`src/rtl/stack_pkg.sv`:
```
// Shared types for the operand stack and the ALU that sits beside it:
// command and ALU-operation encodings, default stack depth, and the
// unary/binary classification of ALU operations.
package stack_pkg;

   localparam int STACK_DEPTH_DEFAULT = 8;
   localparam int STACK_DATA_W        = 8;

   typedef enum logic [2:0] {
      CMD_NOP  = 3'd0,
      CMD_PUSH = 3'd1,
      CMD_POP  = 3'd2,
      CMD_DUP  = 3'd3,
      CMD_SWAP = 3'd4,
      CMD_ALU  = 3'd5
   } stack_cmd_e;

   typedef enum logic [3:0] {
      OP_ADD = 4'd0,
      OP_SUB = 4'd1,
      OP_AND = 4'd2,
      OP_OR  = 4'd3,
      OP_XOR = 4'd4,
      OP_SHL = 4'd5,
      OP_SHR = 4'd6,
      OP_INC = 4'd7,
      OP_DEC = 4'd8,
      OP_NEG = 4'd9,
      OP_NOT = 4'd10
   } alu_op_e;

   // Unary operations consume only the top entry; everything else consumes two.
   function automatic logic is_unary(input alu_op_e op);
      return (op == OP_INC) || (op == OP_DEC) || (op == OP_NEG) || (op == OP_NOT);
   endfunction

endpackage

```
`src/rtl/stack_regfile.sv`:
```
// Stack storage: DEPTH x 8 entries, asynchronous reads of the top and
// second entries, one synchronous write port and an in-place swap of the
// two entries addressed by the read ports. Contents are not reset.
module stack_regfile
   import stack_pkg::*;
#(
   parameter int DEPTH = STACK_DEPTH_DEFAULT
) (
   input  logic                       clk,
   input  logic [$clog2(DEPTH)-1:0]   top_addr,
   input  logic [$clog2(DEPTH)-1:0]   sec_addr,
   output logic [STACK_DATA_W-1:0]    top_data,
   output logic [STACK_DATA_W-1:0]    sec_data,
   input  logic                       we,
   input  logic [$clog2(DEPTH)-1:0]   waddr,
   input  logic [STACK_DATA_W-1:0]    wdata,
   input  logic                       swap
);

   logic [STACK_DATA_W-1:0] mem [DEPTH];

   assign top_data = mem[top_addr];
   assign sec_data = mem[sec_addr];

   // Swap has priority; the controller never requests both in one cycle.
   always_ff @(posedge clk) begin
      if (swap) begin
         mem[top_addr] <= mem[sec_addr];
         mem[sec_addr] <= mem[top_addr];
      end else if (we) begin
         mem[waddr] <= wdata;
      end
   end

endmodule

```
`src/rtl/operand_stack.sv`:
```
// Operand stack controller: accepts stack commands, sequences ALU
// operations through an external ALU and writes the result back.
// Optional feature macro: STACK_ERR_EN -- when defined, an accepted illegal
// command sets a sticky err flag that blocks further commands until rst.
//
// state | meaning
// IDLE  | ready for a command; PUSH/POP/DUP/SWAP complete here in one cycle
// EXEC  | ALU operands registered, external ALU settling
// WB    | alu_result written into the stack, depth adjusted for binary ops
module operand_stack
   import stack_pkg::*;
#(
   parameter int DEPTH = STACK_DEPTH_DEFAULT
) (
   input  logic                       clk,
   input  logic                       rst,
   input  logic                       cmd_valid,
   output logic                       cmd_ready,
   input  stack_cmd_e                 cmd,
   input  alu_op_e                    cmd_op,
   input  logic [STACK_DATA_W-1:0]    push_data,
   output logic [STACK_DATA_W-1:0]    alu_a,
   output logic [STACK_DATA_W-1:0]    alu_b,
   output alu_op_e                    alu_op,
   input  logic [STACK_DATA_W-1:0]    alu_result,
   output logic [STACK_DATA_W-1:0]    tos,
   output logic [$clog2(DEPTH):0]     depth,
   output logic                       empty,
   output logic                       full,
   output logic                       busy,
   output logic                       err
);

   localparam int AW = $clog2(DEPTH);
   localparam int DW = AW + 1;

   typedef enum logic [1:0] {
      S_IDLE = 2'd0,
      S_EXEC = 2'd1,
      S_WB   = 2'd2
   } state_e;

   state_e                  state;
   logic [DW-1:0]           depth_m1;
   logic [DW-1:0]           depth_m2;
   logic [AW-1:0]           top_addr;
   logic [AW-1:0]           sec_addr;
   logic [STACK_DATA_W-1:0] top_data;
   logic [STACK_DATA_W-1:0] sec_data;
   logic                    accept;
   logic                    legal;
   logic                    exec_ok;
   logic                    rf_we;
   logic [AW-1:0]           rf_waddr;
   logic [STACK_DATA_W-1:0] rf_wdata;
   logic                    rf_swap;

   assign depth_m1 = depth - DW'(1);
   assign depth_m2 = depth - DW'(2);
   assign top_addr = depth_m1[AW-1:0];
   assign sec_addr = depth_m2[AW-1:0];

   assign empty     = (depth == '0);
   assign full      = (depth == DW'(DEPTH));
   assign busy      = (state != S_IDLE);
   assign cmd_ready = (state == S_IDLE) && !err;
   assign accept    = cmd_valid && cmd_ready;
   assign exec_ok   = accept && legal;
   assign tos       = empty ? '0 : top_data;

   // Command legality against the current depth; unknown encodings act as NOP.
   always_comb begin
      legal = 1'b1;
      case (cmd)
         CMD_PUSH: legal = !full;
         CMD_POP:  legal = !empty;
         CMD_DUP:  legal = !empty && !full;
         CMD_SWAP: legal = (depth >= DW'(2));
         CMD_ALU:  legal = is_unary(cmd_op) ? !empty : (depth >= DW'(2));
         default:  legal = 1'b1;
      endcase
   end

   // Storage write port: ALU writeback in WB, otherwise push/dup/swap on accept.
   always_comb begin
      rf_we    = 1'b0;
      rf_waddr = top_addr;
      rf_wdata = alu_result;
      rf_swap  = 1'b0;
      if (state == S_WB) begin
         rf_we    = 1'b1;
         rf_waddr = is_unary(alu_op) ? top_addr : sec_addr;
         rf_wdata = alu_result;
      end else if (exec_ok) begin
         case (cmd)
            CMD_PUSH: begin
               rf_we    = 1'b1;
               rf_waddr = depth[AW-1:0];
               rf_wdata = push_data;
            end
            CMD_DUP: begin
               rf_we    = 1'b1;
               rf_waddr = depth[AW-1:0];
               rf_wdata = top_data;
            end
            CMD_SWAP: rf_swap = 1'b1;
            default:  rf_swap = 1'b0;
         endcase
      end
   end

   stack_regfile #(.DEPTH(DEPTH)) u_regfile (
      .clk      (clk),
      .top_addr (top_addr),
      .sec_addr (sec_addr),
      .top_data (top_data),
      .sec_data (sec_data),
      .we       (rf_we),
      .waddr    (rf_waddr),
      .wdata    (rf_wdata),
      .swap     (rf_swap)
   );

   // Sequencing FSM, depth counter and registered ALU operands.
   always_ff @(posedge clk or posedge rst) begin
      if (rst) begin
         state  <= S_IDLE;
         depth  <= '0;
         alu_a  <= '0;
         alu_b  <= '0;
         alu_op <= OP_ADD;
      end else begin
         case (state)
            S_IDLE: begin
               if (exec_ok) begin
                  case (cmd)
                     CMD_PUSH, CMD_DUP: depth <= depth + DW'(1);
                     CMD_POP:           depth <= depth_m1;
                     CMD_ALU: begin
                        alu_a  <= is_unary(cmd_op) ? '0 : sec_data;
                        alu_b  <= top_data;
                        alu_op <= cmd_op;
                        state  <= S_EXEC;
                     end
                     default: state <= S_IDLE;
                  endcase
               end
            end
            S_EXEC: state <= S_WB;
            S_WB: begin
               if (!is_unary(alu_op)) depth <= depth_m1;
               state <= S_IDLE;
            end
            default: state <= S_IDLE;
         endcase
      end
   end

`ifdef STACK_ERR_EN
   // Sticky error: any accepted illegal command latches err until reset.
   always_ff @(posedge clk or posedge rst) begin
      if (rst) begin
         err <= 1'b0;
      end else if (accept && !legal) begin
         err <= 1'b1;
      end
   end
`else
   assign err = 1'b0;
`endif

endmodule

```
`config.mk`:
```
export PLATFORM = sky130hd
export DESIGN_NAME = operand_stack
export DESIGN_NICKNAME = d
export VERILOG_FILES = /design/src/rtl/stack_pkg.sv /design/src/rtl/stack_regfile.sv /design/src/rtl/operand_stack.sv
export SDC_FILE = /design/constraint.sdc
export NUM_CORES = 1
export LEC_CHECK = 0
export ABC_AREA = 0
export CELL_PAD_IN_SITES_DETAIL_PLACEMENT = 0
export CELL_PAD_IN_SITES_GLOBAL_PLACEMENT = 1
export CORE_UTILIZATION = 42
export DETAILED_ROUTE_END_ITERATION = 12
export PLACE_DENSITY_LB_ADDON = 0.3
export SLEW_MARGIN = 15
export SYNTH_ARGS = -nofsm -noshare
export SYNTH_HDL_FRONTEND = slang
export SYNTH_SLANG_ARGS = --single-unit
```
`constraint.sdc`:
```
create_clock -name clk -period 3.1 [get_ports clk]
set_input_delay 0.31 -clock clk [delete_from_list [all_inputs] [get_ports clk]]
set_output_delay 0.31 -clock clk [all_outputs]
set_load 0.03 [all_outputs]
```
==> reports/qor.csv <==
metric,value,unit
run status,"complete, no violations",
CTS H-tree lvls,3,
GR Overflow Total,0,
synthesis-stage register bit count,90,
Pleak,2.412,nW
Critical Path Source Type,register,
CP cell instances,inv_1 -> ha_2 -> buf_4 -> mux4_2 -> mux2i_4 -> nor2_1 -> dlygate4sd2_1,
routed wire length,14.29,mm
most instantiated library cell after synthesis,edfxtp_1,
Tot GR Track Use,22.04,%
post-synth top area share,34.84,%
Slew Limit Fails,0,
Cell Rows,41,
Hold Path Class,input pin to asynchronous set/reset pin,
mapped cell area,0.005517,sq mm
reg-to-reg setup timing slack,0.23,ns
Die H,116.6,um
CP peak stage delay,0.47,ns
Mapped Cells,428,
Synth-to-Final Area Change,23.16,%
Synth warnings,0,
Util after Layout,53.40,%
Mapped Nets,462,
"top cells by area, synth","edfxtp_1 35%, mux4_2 13%, dfrtp_1 12%",
Root Buffer,clkbuf_16,
Initial Utilization,43.36,%
"top cells by count, synth","64 x edfxtp_1, 56 x o22ai_1, 32 x mux4_2, 28 x nand2_1, 26 x dfrtp_1",
WP buf/inv,3,
unique cell type count in the Yosys netlist,57,
GP Congestion,0.8454,
post-synth top area cell,edfxtp_1,
RR Startpoint,depth[0],
CP arrival,2.61,ns
Max-Cap Viols,0,
unrepaired setup endpoints after global routing,no,
CTS tree,built,
Clock Path Buffers,2,
fin crit share,94.32,%
vias in the first global route,3940,
Core ar.,0.01272,sq mm
die area,0.01360,sq mm
CP max-delay cell,dfrtp_1,
sequential share of the synthesized area,46.63,%
die width,116.6,um
final hold vios,0,
Worst Setup End Kind,primary output,
Top-Level Pins,63,
CTS Buf Count,9,
"Async S/R FF share, synth",28.89,%
PD cells,1390,mW/mm^2
hpwl dp,11.04,mm
"Primary FF master, synth",edfxtp_1,
Post-synth EDFFs,64,
antenna violations before repair,0,
worst reg2reg path depth,10,
"CTS clk-pin slew, worst paths",0.07,ns
Ant. Diodes,0,
Residual DRC,0,
Layout Skew,0.01037,ns
CP top delay family,buffers and inverters,
Iteration-0 DRC Markers,344,
Routed Antenna Nets,0,
final worst slack,0.1762,ns
first-pass GRT wire length,22.27,mm
clock sink total,90,
Place WS,0.2215,ns
CP Max Fanout,7,
CP Class,register to primary output,
setup violators final,0,
peak supply drop,0.0004742,V
Pre-antenna DRT Iters,5,
Worst R2R End,u_regfile.mem[5][6],
routed vias,4095,
WL per Instance,20.98,um
Vias/cell,6.013,
Final min period,2.924,ns
# nets final,538,
post-CTS setup buffer count,0,
Slew @ Worst Pin,1.005,ns
largest net degree at the start of global routing,45,
WHS,0.3930,ns
"Req. time, crit path",2.79,ns
layout cell share with drive strength beyond 1,24.95,%
max frequency,0.3420,GHz
Port Buf Inserts,61,
worst-skew pair later-pin latency,0.34,ns
Rel. slew slack,32.55,%
average size of a mapped cell,12.89,sq um
CTS Hold Bufs,0,
## placed cells by master, fill, tap and decap left out, drive strengths merged, types with 3 or more instances in the layout
master	instances
buf	33
o211ai	10
o22ai	56
clkdlybuf4s50	53
ha	8
inv	8
nand3	3
nand2	28
o31ai	8
nor2b	5
a21oi	10
edfxtp	64
dfrtp	26
mux4	32
xnor2	3
o21ai	26
a221oi	7
mux2	4
and2	3
mux2i	17
dlygate4sd2	7
o41ai	8
a211oi	3
nor3	4
nand2b	7
clkbuf	11
nor2	32
and3	8
## flip-flops by register name, indices dropped and copies added (netlist names)
register	count
alu_a	8
alu_b	8
alu_op	4
depth	4
state	2
u_regfile.mem	64
## worst max-delay path by stage
| stage | from | slack [ns] | endpoint | cells past startpoint |
|---|---|---|---|---|
| floorplan | depth[0] | -0.12 | u_regfile.mem[2][0] | 11 |
| global placement | depth[0] | 0.31 | u_regfile.mem[5][5] | 10 |
| detailed placement | depth[1] | 0.22 | tos[5] | 7 |
| CTS | depth[1] | 0.06 | tos[7] | 6 |
| global route | depth[0] | 0.07 | u_regfile.mem[5][6] | 10 |
| finish | depth[1] | 0.18 | tos[5] | 7 |
## cells by family after synthesis
| kind of cell | synth area share (%) |
|---|---|
| buf+inv | 3.402 |
| flops | 46.63 |
| simple gates | 9.843 |
| compound gates | 19.32 |
| other cells | 0.06798 |
| xor+xnor | 1.134 |
| mux | 17.78 |
| fa+ha+maj | 1.815 |
## stage by stage
stage                     cell area [sq um]  setup TNS (ns)  power (mW)  instances
final                                  6794               0       9.443        681
after global routing                   6794               0       9.996        681
after CTS                              6787               0       9.433        681
after detailed placement               6521               0       8.498        665
after global placement                 6521               0       8.395        665
after floorplan                        5585          -5.273       6.427        428
## per-layer routing
metal | routed length (um) | global-route usage, % | up-vias
met3 | 913 | 3.373 | 9
li1 | - | - | 1886
met1 | 6467 | 31.48 | 2041
met2 | 6756 | 35.35 | 159
met4 | 150 | 5.316 | 0
met5 | 0 | 0 | -
## where the power goes
part	internal, mW	switching, mW
clock	0.551	0.482
combinational	2.70	3.40
sequential	2.06	0.252
## timing repair
| item | CTS | global route |
|---|---|---|
| cloned | 0 | 0 |
| resized for setup | 8 | 2 |
| endpoints found under the setup margin | 9 | 2 |
## layout make-up
type	count	area, sq um
fillers	1126	5928
multi-input cells	303	2834
flip-flops and latches	90	2574
repair buffers	94	877.1
clock buffers	11	232.7
well taps	172	215.2
clock inverters	5	38.79
inverters	6	22.52
Note: power is estimated with default switching activity, not from simulation.
